### src/rtl/instr_fetch_unit.sv
// instr_fetch_unit: RV32I fetch stage. Holds the PC, issues one word request at a
// time to instruction memory (req/gnt/rvalid) and hands the fetched instruction
// and its PC to decode over a valid/ready handshake. A redirect loads a new PC
// and kills the fetch in flight.
//
// Ports:
//   clk, rst_n            core clock (rising edge), async active-low reset
//   imem_req_o            fetch request valid (decoded from state)
//   imem_addr_o           fetch byte address, word aligned (the pc register)
//   imem_gnt_i            memory accepts the request this cycle
//   imem_rvalid_i         read data valid
//   imem_rdata_i          read data
//   redirect_i            load redirect_pc_i into the PC, kill current fetch
//   redirect_pc_i         redirect target (low two bits ignored)
//   instr_o, pc_o         instruction to decode and its PC (registered)
//   instr_valid_o         instr_o/pc_o valid (registered)
//   instr_ready_i         decode accepts the instruction
module instr_fetch_unit #(
  parameter int unsigned          XLEN       = 32,
  parameter int unsigned          ADDR_WIDTH = 32,
  parameter logic [ADDR_WIDTH-1:0] RESET_PC  = '0
) (
  input  logic                  clk,
  input  logic                  rst_n,
  output logic                  imem_req_o,
  output logic [ADDR_WIDTH-1:0] imem_addr_o,
  input  logic                  imem_gnt_i,
  input  logic                  imem_rvalid_i,
  input  logic [XLEN-1:0]       imem_rdata_i,
  input  logic                  redirect_i,
  input  logic [ADDR_WIDTH-1:0] redirect_pc_i,
  output logic [XLEN-1:0]       instr_o,
  output logic [ADDR_WIDTH-1:0] pc_o,
  output logic                  instr_valid_o,
  input  logic                  instr_ready_i
);

  localparam logic [XLEN-1:0]       NOP_INSTR  = XLEN'(32'h0000_0013);
  localparam logic [ADDR_WIDTH-1:0] PC_STEP    = ADDR_WIDTH'(4);
  localparam logic [ADDR_WIDTH-1:0] ALIGN_MASK = ~ADDR_WIDTH'(3);

  typedef enum logic [2:0] {
    S_IDLE  = 3'd0,
    S_REQ   = 3'd1,
    S_WAIT  = 3'd2,
    S_HOLD  = 3'd3,
    S_DRAIN = 3'd4
  } state_t;

  state_t                  state_q, state_d;
  logic [ADDR_WIDTH-1:0]   pc_q, pc_d;
  logic [XLEN-1:0]         instr_q, instr_d;
  logic [ADDR_WIDTH-1:0]   pc_out_q, pc_out_d;
  logic                    valid_q, valid_d;
  logic [ADDR_WIDTH-1:0]   redirect_target;

  assign redirect_target = redirect_pc_i & ALIGN_MASK;

  // State and datapath registers.
  always_ff @(posedge clk or negedge rst_n) begin
    if (!rst_n) begin
      state_q  <= S_IDLE;
      pc_q     <= RESET_PC;
      instr_q  <= NOP_INSTR;
      pc_out_q <= RESET_PC;
      valid_q  <= 1'b0;
    end else begin
      state_q  <= state_d;
      pc_q     <= pc_d;
      instr_q  <= instr_d;
      pc_out_q <= pc_out_d;
      valid_q  <= valid_d;
    end
  end

  // Next-state logic; a redirect overrides every other event in the cycle.
  always_comb begin
    state_d  = state_q;
    pc_d     = pc_q;
    instr_d  = instr_q;
    pc_out_d = pc_out_q;
    valid_d  = valid_q;

    if (redirect_i) begin
      pc_d    = redirect_target;
      valid_d = 1'b0;
    end

    unique case (state_q)
      S_IDLE: begin
        state_d = S_REQ;
      end
      S_REQ: begin
        // A grant alongside a redirect leaves a response outstanding.
        if (imem_gnt_i) state_d = redirect_i ? S_DRAIN : S_WAIT;
      end
      S_WAIT: begin
        if (redirect_i) begin
          state_d = imem_rvalid_i ? S_REQ : S_DRAIN;
        end else if (imem_rvalid_i) begin
          instr_d  = imem_rdata_i;
          pc_out_d = pc_q;
          valid_d  = 1'b1;
          state_d  = S_HOLD;
        end
      end
      S_HOLD: begin
        if (redirect_i) begin
          state_d = S_REQ;
        end else if (valid_q && instr_ready_i) begin
          pc_d    = pc_q + PC_STEP;
          valid_d = 1'b0;
          state_d = S_REQ;
        end
      end
      S_DRAIN: begin
        // The stale response is dropped; fetch resumes at the latest PC.
        if (imem_rvalid_i) state_d = S_REQ;
      end
      default: begin
        state_d = S_IDLE;
      end
    endcase
  end

  // Request decoded from state only: no input-to-output path.
  assign imem_req_o    = (state_q == S_REQ);
  assign imem_addr_o   = pc_q;
  assign instr_o       = instr_q;
  assign pc_o          = pc_out_q;
  assign instr_valid_o = valid_q;

endmodule
### config.mk
export PLATFORM = sky130hd
export DESIGN_NAME = instr_fetch_unit
export DESIGN_NICKNAME = d
export VERILOG_FILES = /design/src/rtl/instr_fetch_unit.sv
export SDC_FILE = /design/constraint.sdc
export NUM_CORES = 1
export LEC_CHECK = 0
export CORE_AREA = 10 10 162 89
export CTS_CLUSTER_DIAMETER = 100
export DETAILED_ROUTE_END_ITERATION = 10
export DIE_AREA = 0 0 172 99
export PLACE_DENSITY = 0.75
export SLEW_MARGIN = 20
export SYNTH_ARGS = -nofsm -noshare
export SYNTH_HDL_FRONTEND = slang
export SYNTH_SLANG_ARGS = --single-unit
### constraint.sdc
create_clock -name clk -period 1.6 [get_ports clk]
set_input_delay 0.24 -clock clk [delete_from_list [all_inputs] [get_ports clk]]
set_output_delay 0.24 -clock clk [all_outputs]
set_load 0.1 [all_outputs]
==> flow_summary.toml <==
[floorplan]
rows = 28
io_pins = 168
dieArea_mm2 = 0.01703
die_h_um = 99
fp.dieW_um = 172
core_area_mm2 = 0.01156
start_util = 0.3927

[synth]
synth-main-ff-cell = "dfrtp_1"
synth_edf_count = 0
netlist-cell-type-count = 47
synth-seq-cells = 100
synth_area_leaders = "dfrtp_1 (53%), mux2_2 (12%), mux2_1 (3.2%), o21ai_0 (2.4%), or4_1 (2.3%)"
ys_seq_area_frac = 0.5519
synth_top_area_frac = 0.5346
syn-instance-count = 380
yosys.area.top_type = "dfrtp_1"
yosysWarnings = 0
syn_nets = 451
syn_area_mm2 = 0.004541
synth_area_per_cell_um2 = 11.95
async_flop_share = 1.000

[clocking]
clockRootBuffer = "clkbuf_16"
clockBufferDepth = 2
clk_pin_slew_ns = 0.08
clk_latency_ns = 0.35
htree_num_levels = 3
cts_tree = "yes"
cts_sinks = 100
numCtsBuffers = 9

[cells_and_area]
antennaDiodeCount = 0
multi_input_area_mm2 = 0.002024
drive_gt1_frac = 0.4911
fin_util = 0.7318
fill_cells = 730
final-seq-area_mm2 = 0.002606
nets = 681
final-instance-count-excl-fill = 765
syn2layout_area_growth_pct = 86.33

[timing]
finClkSkew_ns = 0.01032
fmaxAchievable_mhz = 544.9
setup-tns-final_ns = -7.390
timing.final.crit_period_ns = 1.835
rsz0062_at_grt = "yes"
finalSetupViolCount = 84
tightest_slew_ns = 0.3457
slew_headroom = 0.7689
drv_slew = 0
final_hold_viol_count = 0
timing.final.crit_share = 1.147
fin_ws_ns = -0.2352

[critical_path]
crit_type = "reg2reg"
r2r_end = "imem_addr_o[18]"
required_ns = 1.86
regToRegSetupSlack_ns = -0.24
cp_max_fo = 14
crit_arrival_ns = 2.09
cp-end-kind = "flop"
critPathLaunchType = "flop"
rr_worst_depth = 5
r2r_start = "imem_addr_o[5]"

[grt]
antenna_found_initial = 1
grt_pass1_vias = 4465
grt.overflow.total = 0
track_usage = 0.1913
grt_max_degree = 41
grt_first_pass_wirelength_um = 25540

[status]
status = "complete, but fails checks"
violations = "negative setup slack"

[routing]
drt-wirelength-per-cell_um = 21.97
drt_wl_total_um = 16810
drt_pre_antenna_iters = 5
vias_per_cell = 5.499
met2_length_um = 7937
drc = 0
wl_met1_um = 6702
detail-route-antenna-nets = 0
top_layer_used = "met5"
drtIter0Drc = 373
dr_wl_met3_um = 1905
routed-via-count = 4207

[min_path]
hp-class = "in2async"

[run]
cap_violations = 0

[place]
hpwl_um = 12240
place_ws_ns = -0.4615
placed_cells = 736
gp_congestion = 0.8408
port_buffers = 165

[pwr]
power_density_mw_per_mm2 = 2085
leakage_uw = 0.003678
ir_drop_mv = 1.577
worst max-delay path: stages, from the launching register on:
cell and delay [ns]:
dfrtp_4 0.42, and4_4 0.25, buf_12 0.13, nand4_4 0.23, or4_1 0.49, a31oi_1 0.22
cells by family (layout without fill, tap and decap cells):
logic type / count (synthesis) / after routing / share of synthesized area
xor gates and xnor gates: 8 / 8 / 0.01543
muxes: 62 / 62 / 0.1535
buffers and inverters: 28 / 262 / 0.03334
adders and majority gates: 1 / 1 / 0.002755
DFF: 100 / 100 / 0.5519
and+or+nand+nor: 121 / 122 / 0.1590
AOI/OAI and AO/OA: 60 / 60 / 0.08405
per-layer routing:
metal  vias up  GRT usage
met5         -          0
met4         2    0.04348
met3        38    0.07842
met2       225     0.3108
met1      2078     0.2326
li1       1864          -
cells in the mapped netlist (all sizes together) (5+ instances only):
master and instances:
or4 14, xor2 8, o31ai 11, buf 16, o21ai 22, a31oi 15
clkbuf 8, mux2 61, nand3 16, nand2 26, nand4 13, and4 6
dfrtp 97, nor2 20, nor2b 5, and2 5
sequential cells by signal, summed over array words and instances (netlist names):
signal and flops:
imem_addr_o 32, instr_o 32, pc_o 32, state_q 3, instr_valid_o 1
placed cells by master (no fill, tap or decap), drive strengths merged, types with 2 or more instances in the layout:
| cell type | instances |
|---|---|
| nor3b | 2 |
| a221oi | 2 |
| o21ai | 22 |
| clkbuf | 11 |
| nor3 | 3 |
| xor2 | 8 |
| o31ai | 11 |
| nand3 | 16 |
| nor2 | 20 |
| nand4 | 14 |
| dfrtp | 97 |
| clkinvlp | 2 |
| or4 | 14 |
| dfstp | 3 |
| nor2b | 5 |
| buf | 175 |
| and4 | 6 |
| and3 | 3 |
| inv | 6 |
| a22oi | 2 |
| and2 | 5 |
| a31oi | 15 |
| mux2 | 61 |
| clkdlybuf4s50 | 65 |
| nand2 | 26 |
| or3 | 4 |
layout make-up:
class,instances,share of cell area
repair buffers,242,0.3940
clock inverters,5,0.004880
clock buffers,11,0.02987
flip-flops and latches,100,0.3080
multi-input cells,253,0.2393
well taps,150,0.02218
inverters,4,0.001775
worst max path at each step:
| stage | start | to | slack [ns] | cells after the start |
|---|---|---|---|---|
| after floorplan | imem_addr_o[6] | imem_addr_o[23] | -0.30 | 6 |
| after global placement | instr_ready_i | imem_addr_o[22] | -0.37 | 6 |
| after detailed placement | instr_ready_i | imem_addr_o[22] | -0.46 | 6 |
| after CTS | state_q[1] | imem_req_o | -0.12 | 4 |
| after global routing | imem_addr_o[5] | imem_addr_o[18] | -0.28 | 5 |
| final | imem_addr_o[5] | imem_addr_o[18] | -0.24 | 5 |
stage by stage:
step	area [µm²]	hold WS, ns	total power [µW]
floorplan	4718	-0.05559	10680
global placement	7941	0.1562	15240
detailed placement	7941	0.1571	15420
CTS	8361	0.3431	17670
global route	8461	0.3589	18170
finish	8461	0.3293	17640
where the power goes:
group / switching (µW) / internal [µW]
combinational: 7140 / 4060
clock: 1020 / 1160
sequential: 868 / 3390
what timing repair did:
item                                    4_1_cts  5_1_grt
pin swaps                                    15       11
endpoints found under the hold margin        18        0
cloned                                        1        0
endpoints found under the setup margin       75       86
hold buffers                                  1        0
resized for setup                            15       16
buffers inserted                              6        5
Power figures use the tool's default switching activity.
==> patch (same settings) <==
Encoding of `state_t`: now one-hot (5 bits for 5 states).
--- a/src/rtl/instr_fetch_unit.sv
+++ b/src/rtl/instr_fetch_unit.sv
@@ -39,12 +39,12 @@
   localparam logic [ADDR_WIDTH-1:0] PC_STEP    = ADDR_WIDTH'(4);
   localparam logic [ADDR_WIDTH-1:0] ALIGN_MASK = ~ADDR_WIDTH'(3);
 
-  typedef enum logic [2:0] {
-    S_IDLE  = 3'd0,
-    S_REQ   = 3'd1,
-    S_WAIT  = 3'd2,
-    S_HOLD  = 3'd3,
-    S_DRAIN = 3'd4
+  typedef enum logic [4:0] {
+    S_IDLE  = 5'b00001,
+    S_REQ   = 5'b00010,
+    S_WAIT  = 5'b00100,
+    S_HOLD  = 5'b01000,
+    S_DRAIN = 5'b10000
   } state_t;
 
   state_t                  state_q, state_d;
Function: same outputs for any inputs over 4 cycles, from zero or initial values and one cycle with rst_n low; so few cycles prove little.
==> patch against the original RTL <==
Power fell by 6.5%; sequential cell count rose by 2; critical path type unchanged; the run still ends with setup timing left; setup slack got worse by 0.19 ns; critical endpoint is now pc_o[11]; combinational power fell by 8%; synthesized area rose by 0.85%; wire length fell by 5.0%; hold slack improved by 0.0063 ns; final area rose by 1.2%; final cell count fell by 0.26%.
==> patch: results (changes against the original RTL) <==
* Status: complete, but fails checks
* Violated checks: setup timing
* Crit path max-delay cell type: or4b_4
* Multiplexer share of the synthesized area at 18.3% (+3.0 points)
* Clock Skew at 0.00882 ns (-0.00149 ns)
* Synth top cells by count: dfrtp_1, nand2_1, mux2_2
* Routability cong. at 0.816 (-2.9%)
* Setup WS pre-CTS at -0.587 ns (-0.126 ns)
* CP startpoint: state_q[0]
* Final nets at 679 (-0.29%)
* Pre-antenna DRT Iters at 5 (unchanged)
* FILL cells at 717 (-1.8%)
* Total global-route track usage at 18.1% (-0.99 points)
* Register area share after synthesis at 55.8% (+0.65 points)
* Worst path top cell family by delay: simple AND/OR/NAND/NOR gates
* Leak at 3.86 nW (+5.1%)
* Via/cell ratio at 5.09 (-7.5%)
* Vias in the first global route at 4112 (-7.9%)
* Worst slew pin tran at 0.433 ns (+0.0874 ns)
* Post-DP HPWL at 12.2 mm (-0.27%)
* Switching part of the total at 49.6% (-1.6 points)
* Worst-path clk slew at 0.07 ns
* Post-synthesis compound-gate area fraction at 5.27% (-3.1 points)
* Peak VDD IR at 1.15 mV (-27%)
* First-pass GRT wire length at 24.2 mm (-5.2%)
* Area contributors post-synth: dfrtp_1, mux2_2, mux2_4
* CP max FO at 28 (+14)
* Post-Synth XOR/XNOR Area at 5.36% (+3.8 points)
* Register-to-Register Path Depth at 4 (-1)
* Syn. warnings at 0 (unchanged)
* Tightest Hold Check Type: input port to async pin
* Largest net degree at the start of global routing at 47 (+15%)
* Cell variety after synth at 44 (-6.4%)
* TritonCTS Buffers at 9 (unchanged)
* Worst Path Arrival at 2.25 ns (+0.16 ns)
* Syn Nets at 438 (-2.9%)
* Final setup viols at 99 (+18%)
* WL/cell at 20.9 microns (-4.7%)
* Max stage delay on crit path at 0.59 ns (+0.10 ns)
* Share of flip-flops with an asynchronous set or reset at 100% (unchanged)
* Fin worst setup slack at -0.422 ns (-0.186 ns)
* I/O Buffers at 165 (unchanged)
* Root Buffer: clkbuf_16
* Share of post-route cells with drive strength above 1 at 53.0% (+3.9 points)
* H-tree level count at 3 (unchanged)
* Post-Synth Adder-Cell Area at 0.273% (-0.0023 points)
* Initial antenna violation count at 1 (unchanged)
patch: cell count changes after synthesis, moves of 7 or more:
cell     change
buf_2        -7
xnor2_1     +10
o21ai_0     +10
nand2_1     +16
mux2_4      +26
mux2_1      -13
mux2_2       -9
nor2_1      -15
a31oi_1     -15
o31ai_1     -10
xor2_1      +10
or4_1       -14
patch: logic make-up (layout without fill, tap and decap cells):
logic type | after synthesis | after routing
compound gates | 42 | 42
xor+xnor | 28 | 28
fa+ha+maj | 1 | 1
buf+inv | 20 | 266
flops | 102 | 102
mux | 66 | 66
simple gates | 108 | 108
patch: through the flow:
stage / hold WS [ns] / cells / instance area (sq um) / setup TNS [ns]
final: 0.336 / 763 / 8560 / -32.71
after global routing: 0.361 / 763 / 8560 / -36.74
after CTS: 0.325 / 757 / 8460 / -30.25
after detailed placement: 0.151 / 729 / 7940 / -38.30
after global placement: 0.149 / 729 / 7940 / -35.24
after floorplan: -0.0556 / 367 / 4710 / -41.81
patch: final timing paths:
check                               to  slack [ns]
max                           pc_o[11]       -0.42
min                        instr_o[30]        0.34
max reg2reg                   pc_o[11]       -0.42
min reg2reg                instr_o[12]        0.57
max in group asynchronous   instr_o[4]        0.66
min in group clk            state_q[3]        0.43
patch: what timing repair did:
action | CTS | global route
resized for setup | 58 | 13
hold buffers | 1 | 0
setup buffers | 11 | 7
hold endpoints to repair | 16 | 0
pin swaps | 26 | 18
setup endpoints to repair | 100 | 100
patch: worst reg2reg max path: stages (launching register included):
cell	delay, ns
dfstp_2	0.38
or3_4	0.38
or4b_4	0.59
buf_12	0.20
mux2_4	0.35
patch: layout make-up:
| class | count | share of cell area, % |
|---|---|---|
| clock buffer | 9 | 2.63 |
| sequential | 102 | 30.7 |
| multi-input combinational | 245 | 24.8 |
| inverter | 4 | 0.175 |
| clock inverter | 7 | 0.629 |
| timing repair buffer | 246 | 38.9 |
| tap | 150 | 2.19 |
patch: power by group through the flow:
stage	clock network (mW)	registers (mW)	logic, mW
after floorplan	0	8.78	1.15
after global placement	0	4.11	9.93
after detailed placement	0	4.17	10.0
after CTS	2.15	4.13	10.3
after global routing	2.26	4.22	10.5
final	2.10	4.13	10.3
patch: per-layer routing:
layer | up-vias | GRT usage, % | share of wire [%]
met3 | 7 | 9.87 | 12
li1 | 1791 | - | -
met4 | 0 | 2.64 | 0.44
met5 | - | 0 | 0
met2 | 168 | 27.7 | 45
met1 | 1916 | 22.6 | 42
